[src/rtl/b12_pkg.sv]
// ----------------------------------------------------------------------------
// b12_pkg : colour indices, key FSM state type and debounce default. Rev 1.0
// ----------------------------------------------------------------------------
`default_nettype none

package b12_pkg;

  localparam int RED     = 0;
  localparam int GREEN   = 1;
  localparam int YELLOW  = 2;
  localparam int BLUE    = 3;
  localparam int NUM_KEY = 4;

  localparam int DEBOUNCE_CYCLES_DEFAULT = 8;

  typedef enum logic [1:0] {
    IDLE = 2'd0,
    QUAL = 2'd1,
    HELD = 2'd2,
    RELQ = 2'd3
  } key_state_t;

  function automatic logic [NUM_KEY-1:0] key_onehot(input logic [1:0] idx);
    key_onehot = NUM_KEY'(1) << idx;
  endfunction

endpackage

`default_nettype wire

[src/rtl/sync_debounce_bit.sv]
// ----------------------------------------------------------------------------
// sync_debounce_bit : 2-flop sync, stability counter, debounced level, rise
// pulse for one asynchronous button. Rev 1.0
// ----------------------------------------------------------------------------
`default_nettype none

module sync_debounce_bit
  import b12_pkg::*;
#(
  parameter int DEBOUNCE_CYCLES = DEBOUNCE_CYCLES_DEFAULT,
  parameter int CNT_W           = 6
) (
  input  logic clock,
  input  logic reset_n,
  input  logic i_raw,
  output logic o_rise
);

  localparam logic [CNT_W-1:0] c_LAST = CNT_W'(DEBOUNCE_CYCLES - 1);
  localparam logic [CNT_W-1:0] c_ONE  = CNT_W'(1);

  logic             r_meta;
  logic             r_sync;
  logic [CNT_W-1:0] r_cnt;
  logic             r_db;
  logic             r_db_d;
  logic             r_rise;

  // r_cnt measures how long the synchronized level has disagreed with the
  // accepted level; any agreement restarts the measurement.
  always_ff @(posedge clock or negedge reset_n) begin
    if (!reset_n) begin
      r_meta <= 1'b0;
      r_sync <= 1'b0;
      r_cnt  <= '0;
      r_db   <= 1'b0;
      r_db_d <= 1'b0;
      r_rise <= 1'b0;
    end else begin
      r_meta <= i_raw;
      r_sync <= r_meta;
      if (r_sync == r_db) begin
        r_cnt <= '0;
      end else if (r_cnt == c_LAST) begin
        r_db  <= r_sync;
        r_cnt <= '0;
      end else begin
        r_cnt <= r_cnt + c_ONE;
      end
      r_db_d <= r_db;
      r_rise <= r_db & ~r_db_d;
    end
  end

  assign o_rise = r_rise;

endmodule

`default_nettype wire

[src/rtl/keypad_conditioner.sv]
// ----------------------------------------------------------------------------
// keypad_conditioner : debounced one-pulse-per-press key and start conditioner.
// Optional AUTO_REPEAT_EN adds periodic key repeat while held. Rev 1.0
// ----------------------------------------------------------------------------
`default_nettype none

module keypad_conditioner
  import b12_pkg::*;
#(
  parameter int DEBOUNCE_CYCLES = DEBOUNCE_CYCLES_DEFAULT,
  parameter int REPEAT_CYCLES   = 32,
  parameter int CNT_W           = 6
) (
  input  logic               clock,
  input  logic               reset_n,
  input  logic [NUM_KEY-1:0] raw_key,
  input  logic               raw_start,
  output logic [NUM_KEY-1:0] k,
  output logic               start,
  output logic [1:0]         key_code,
  output logic               busy
);

  localparam logic [CNT_W-1:0] c_DB_LOAD = CNT_W'(DEBOUNCE_CYCLES - 1);
  localparam logic [CNT_W-1:0] c_ONE     = CNT_W'(1);

  logic [NUM_KEY-1:0] r_key_meta;
  logic [NUM_KEY-1:0] r_key_s;
  key_state_t         r_state;
  key_state_t         w_state_nxt;
  logic [CNT_W-1:0]   r_cnt;
  logic [CNT_W-1:0]   w_cnt_nxt;
  logic [1:0]         r_idx;
  logic [1:0]         w_idx_nxt;
  logic [NUM_KEY-1:0] r_k;
  logic [NUM_KEY-1:0] w_k_nxt;
  logic [1:0]         r_key_code;
  logic [1:0]         w_key_code_nxt;
  logic               w_single;
  logic [1:0]         w_single_idx;
  logic               w_match;
  logic               w_rpt_fire;

  always_comb begin
    w_single     = 1'b1;
    w_single_idx = 2'd0;
    case (r_key_s)
      4'b0001: w_single_idx = 2'(RED);
      4'b0010: w_single_idx = 2'(GREEN);
      4'b0100: w_single_idx = 2'(YELLOW);
      4'b1000: w_single_idx = 2'(BLUE);
      default: w_single     = 1'b0;
    endcase
  end

  assign w_match = (r_key_s == key_onehot(r_idx));

`ifdef AUTO_REPEAT_EN
  localparam logic [CNT_W-1:0] c_RPT_LAST = CNT_W'(REPEAT_CYCLES - 1);

  logic [CNT_W-1:0] r_rcnt;

  assign w_rpt_fire = (r_state == HELD) && w_match && (r_rcnt == c_RPT_LAST);

  always_ff @(posedge clock or negedge reset_n) begin
    if (!reset_n) begin
      r_rcnt <= '0;
    end else if ((r_state == HELD) && w_match && !w_rpt_fire) begin
      r_rcnt <= r_rcnt + c_ONE;
    end else begin
      r_rcnt <= '0;
    end
  end
`else
  // Repeat never fires; the parameter stays so both builds share one interface.
  assign w_rpt_fire = 1'b0 && (REPEAT_CYCLES != 0);
`endif

  always_comb begin
    w_state_nxt    = r_state;
    w_cnt_nxt      = r_cnt;
    w_idx_nxt      = r_idx;
    w_k_nxt        = '0;
    w_key_code_nxt = r_key_code;
    unique case (r_state)
      IDLE: begin
        if (w_single) begin
          w_idx_nxt   = w_single_idx;
          w_cnt_nxt   = c_DB_LOAD;
          w_state_nxt = QUAL;
        end
      end
      QUAL: begin
        if (!w_match) begin
          w_state_nxt = IDLE;
        end else if (r_cnt != '0) begin
          w_cnt_nxt = r_cnt - c_ONE;
        end else begin
          w_k_nxt        = key_onehot(r_idx);
          w_key_code_nxt = r_idx;
          w_state_nxt    = HELD;
        end
      end
      HELD: begin
        if (r_key_s == '0) begin
          w_cnt_nxt   = c_DB_LOAD;
          w_state_nxt = RELQ;
        end else if (w_rpt_fire) begin
          w_k_nxt = key_onehot(r_idx);
        end
      end
      RELQ: begin
        // Any high sample is treated as release bounce, not as a new press.
        if (r_key_s != '0) begin
          w_state_nxt = HELD;
        end else if (r_cnt == '0) begin
          w_state_nxt = IDLE;
        end else begin
          w_cnt_nxt = r_cnt - c_ONE;
        end
      end
      default: w_state_nxt = IDLE;
    endcase
  end

  always_ff @(posedge clock or negedge reset_n) begin
    if (!reset_n) begin
      r_key_meta <= '0;
      r_key_s    <= '0;
      r_state    <= IDLE;
      r_cnt      <= '0;
      r_idx      <= '0;
      r_k        <= '0;
      r_key_code <= '0;
    end else begin
      r_key_meta <= raw_key;
      r_key_s    <= r_key_meta;
      r_state    <= w_state_nxt;
      r_cnt      <= w_cnt_nxt;
      r_idx      <= w_idx_nxt;
      r_k        <= w_k_nxt;
      r_key_code <= w_key_code_nxt;
    end
  end

  sync_debounce_bit #(
    .DEBOUNCE_CYCLES (DEBOUNCE_CYCLES),
    .CNT_W           (CNT_W)
  ) u_start_db (
    .clock   (clock),
    .reset_n (reset_n),
    .i_raw   (raw_start),
    .o_rise  (start)
  );

  assign k        = r_k;
  assign key_code = r_key_code;
  assign busy     = (r_state != IDLE);

endmodule

`default_nettype wire

[config.mk]
export PLATFORM = sky130hd
export DESIGN_NAME = keypad_conditioner
export DESIGN_NICKNAME = d
export VERILOG_FILES = /design/src/rtl/b12_pkg.sv /design/src/rtl/sync_debounce_bit.sv /design/src/rtl/keypad_conditioner.sv
export SDC_FILE = /design/constraint.sdc
export NUM_CORES = 1
export LEC_CHECK = 0
export BUFFER_PORTS_ARGS = -buffer_cell sky130_fd_sc_hd__buf_2
export CORE_UTILIZATION = 62
export CTS_CLUSTER_SIZE = 20
export DETAILED_ROUTE_END_ITERATION = 12
export PLACE_DENSITY = 0.83
export SYNTH_ARGS = -nofsm -noshare
export SYNTH_HDL_FRONTEND = slang
export SYNTH_HIERARCHICAL = 1
export SYNTH_SLANG_ARGS = --single-unit
[constraint.sdc]
create_clock -name clock -period 4.6 [get_ports clock]
set_input_delay 0.23 -clock clock [delete_from_list [all_inputs] [get_ports clock]]
set_output_delay 0.23 -clock clock [all_outputs]
set_load 0.01 [all_outputs]
==> out/qor_table.md <==
| Metric | Value |
| --- | --- |
| Run status | finished clean |
| Final max-slew violation count | 0 |
| Critical register-to-register path startpoint | r_key_s[3] |
| Clock-pin slew on the worst setup and hold paths | 0.11 ns |
| Net count reported at finish | 183 |
| Maximum net fanout on the critical path | 10 |
| IO Pins | 15 |
| Synth area leader | sky130_fd_sc_hd__dfrtp_1 |
| First-pass iteration count of the detailed router | 4 |
| Clock tree from TritonCTS | built |
| Maximum clock frequency | 0.470 GHz |
| Net count of the mapped netlist | 162 |
| Core region area | 2480 sq um |
| Period utilisation layout | 46.3% |
| Beginning of the critical path | r_key_s[3] |
| Dominant cells by area after synthesis | sky130_fd_sc_hd__dfrtp_1 (54%), sky130_fd_sc_hd__nor2_1 (3.9%), sky130_fd_sc_hd__a21oi_1 (2.8%) |
| Hold Violations, Final | 0 |
| Area share of the largest cell type after synthesis | 53.7% |
| Die boundary height | 53.3 um |
| Wire length of the first global-routing pass | 5380 um |
| Netlist area before placement | 1630 sq um |
| DR vias | 1264 |
| Synth Instances | 153 |
| Number of distinct standard cells referenced by the synthesized netlist | 47 |
| CTS HTree Levels | 2 |
| Min Clock Period, post-route | 2.13 ns |
| Sort of element at the end of the critical path | register |
| Fraction of power consumed by combinational cells | 19.8% |
| CTS root buffer | sky130_fd_sc_hd__clkbuf_4 |
| Worst slew margin | 50.0% |
| Weighted congestion at the end of routability-driven global placement | 0.926 |
| DRC Markers | 0 |
| Residual antenna-violating net count after detailed routing | 0 |
| Skew-Pair Late Insertion Delay | 0.34 ns |
| Initial detailed-routing violation count | 40 |
| Worst Skew | 0.0164 ns |
| Part of the total power dissipated in sequential elements | 53.0% |
| Cell with the largest stage delay on the worst path | sky130_fd_sc_hd__dfrtp_1 |
| Least setup slack across all paths after layout | 2.47 ns |
| Clock buffer count from CTS | 5 |
| Global route total overflow | 0 |
| Max rail drop VDD | 454 uV |
| Main synth FF type | sky130_fd_sc_hd__dfrtp_1 |
| Number of sinks on the clock net | 35 |
| Fraction of power spent switching nets | 32.4% |
| Unrepaired setup endpoints after global routing | no |
| Number of rows in the core area | 18 |
| Path category of the worst min-delay check | register to register |
| Register bit total from synthesis | 35 |
| Total of warnings raised by yosys | 6 |
| Proportion of layout cells with a drive suffix above 1 | 18.4% |
| Die area | 2840 sq um |
| Post-cts sizing count | 0 |
| WL final | 3340 um |
| Antenna cell count | 0 |
| Highest-count cells in the layout ignoring fill and taps | sky130_fd_sc_hd__dfrtp_1 (35), sky130_fd_sc_hd__nor2_1 (17), sky130_fd_sc_hd__buf_2 (14), sky130_fd_sc_hd__nand2_1 (9), sky130_fd_sc_hd__a21oi_1 (9) |
| Max Cap Violations | 0 |
| Post-detailed-route via-to-cell ratio | 6.20 |
| Number of input and output port buffers inserted | 14 |
| Vias in the first global route | 1188 |
| Routed wirelength normalized by instance count | 16.4 um |
| Switching component of the power | 0.000253 W |
| Internal power consumption | 0.000529 W |
| Series of cell instances along the critical path | xor2_1 -> o211ai_1 -> a21oi_1 -> nor2_1 -> o21ai_1 -> a221o_1 |
| Power density over cell area | 425 nW/um^2 |
| Worst hold path stage count | 0 |
| Clock tree buffer depth | 2 |
| Asr flop ratio synth | 100% |
| Slew at the pin with the worst max-slew slack | 0.750 ns |
| Most common library cell in the layout ignoring fill and taps | sky130_fd_sc_hd__dfrtp_1 |
| Seq/Total Area, Yosys | 53.7% |
| Horizontal extent of the die | 53.3 um |
| LEAKAGE | 0.833 nW |
| Number of enable flip-flop cells after synthesis | 0 |
| Clock share of power | 27.2% |
| Stage delay of the slowest cell on the critical path | 0.52 ns |
| Startpoint kind of the worst setup timing path | register |
| Total setup violations reported at the end of the flow | 0 |
| Post-detail-place hpwl | 2300 um |
| Initial Utilization | 65.8% |
| Depth of the worst register-to-register path | 6 |
| All-Layer GR Usage | 27.8% |
| Data arrival, critical path | 2.36 ns |
| Setup TNS | 0 ns |
| Largest net degree at the start of global routing | 36 |
| Setup Crit Path Kind | register to register |
| Data required time of the critical path | 4.83 ns |
| Synthesized area per cell | 10.7 sq um |
| Antenna violations before repair | 0 |
| Critical hold path startpoint | r_key_meta[3] |
| Layout-stage area growth over the synthesis result | 13.0% |
| Pre-CTS setup slack | 2.61 ns |
## power by group through the flow
stage               sequential, W  combinational (W)  clock [W]
floorplan                0.000379           0.000148          0
global placement         0.000414           0.000143          0
detailed placement       0.000419           0.000148          0
CTS                      0.000413           0.000154   0.000218
global route             0.000420           0.000172   0.000228
finish                   0.000414           0.000155   0.000213
## worst max-delay path: cells and delay by family (launching register included)
kind,cells,cell delay (ns)
AO/OA/AOI/OAI,4,0.79
flip-flops,1,0.52
AND/OR/NAND/NOR,1,0.49
XOR/XNOR,1,0.22
## synth_stat cells (2+ instances only)
cell,n
sky130_fd_sc_hd__dfrtp_1,35
sky130_fd_sc_hd__a21oi_1,9
sky130_fd_sc_hd__or3_1,3
sky130_fd_sc_hd__xnor2_1,3
sky130_fd_sc_hd__o211ai_1,2
sky130_fd_sc_hd__nor2_1,17
sky130_fd_sc_hd__nor2b_1,2
sky130_fd_sc_hd__and3_1,2
sky130_fd_sc_hd__nand2_1,9
sky130_fd_sc_hd__and2_1,2
sky130_fd_sc_hd__nand3_1,4
sky130_fd_sc_hd__buf_2,4
sky130_fd_sc_hd__o21ai_0,7
sky130_fd_sc_hd__a41oi_1,4
sky130_fd_sc_hd__nor3_1,5
sky130_fd_sc_hd__xor2_1,5
sky130_fd_sc_hd__ha_1,2
sky130_fd_sc_hd__inv_1,7
sky130_fd_sc_hd__nand2b_1,2
sky130_fd_sc_hd__and3_2,2
## final timing paths
check	slack [ns]	end
hold / removal	0.34	r_key_s[3]
min in group asynchronous	0.48	k[2]
setup reg to reg	2.47	r_cnt[2]
setup / recovery	2.47	r_cnt[2]
max in group asynchronous	3.63	r_state[0]
hold reg to reg	0.34	r_key_s[3]
## layout make-up
| class | instances | area, sq um |
|---|---|---|
| tap | 30 | 37.5 |
| timing repair buffer | 20 | 130 |
| fill | 168 | 636 |
| clock inverter | 2 | 37.5 |
| sequential | 35 | 876 |
| clock buffer | 5 | 37.5 |
| inverter | 7 | 26.3 |
| multi-input combinational | 105 | 697 |
## metal layers
layer	vias to the layer above	GRT usage, %	routed length (um)
met4	0	12.3	80
met2	42	43.5	1660
met5	-	0	0
met1	622	35.2	1460
met3	10	8.33	140
li1	590	-	-
## registers in the layout, summed over array words and instances (netlist names)
register / flops
r_cnt: 6
u_start_db/r_cnt: 6
k: 4
r_key_meta: 4
r_key_s: 4
key_code: 2
r_idx: 2
r_state: 2
u_start_db/o_rise: 1
u_start_db/r_db: 1
u_start_db/r_db_d: 1
u_start_db/r_meta: 1
u_start_db/r_sync: 1
## per-stage QoR
stage	power, W	util (%)	hold WS (ns)	std cells	area [sq um]
4_1_cts	0.000785	74.3	0.362	204	1840
5_1_grt	0.000820	74.3	0.358	204	1840
3_5_place_dp	0.000568	68.9	0.336	191	1710
2_1_floorplan	0.000527	-	-0.0656	153	1630
6_report	0.000782	74.3	0.343	204	1840
3_3_place_gp	0.000556	68.9	0.326	191	1710
## cell families (layout without fill, tap and decap cells)
| kind of cell | count (synthesis) | after routing | synth area share [%] |
|---|---|---|---|
| mux | 2 | 2 | 1.61 |
| fa+ha+maj | 2 | 2 | 1.53 |
| flops | 35 | 35 | 53.7 |
| buf+inv | 13 | 34 | 3.53 |
| compound gates | 37 | 37 | 17.6 |
| simple gates | 56 | 56 | 17.7 |
| xor+xnor | 8 | 8 | 4.30 |
## repair_timing
item                                   4_1_cts  5_1_grt
hold buffers                                 6        0
buffers inserted                             0        0
endpoints found under the hold margin       40        0
No activity file was read; power rests on OpenSTA's default activity.
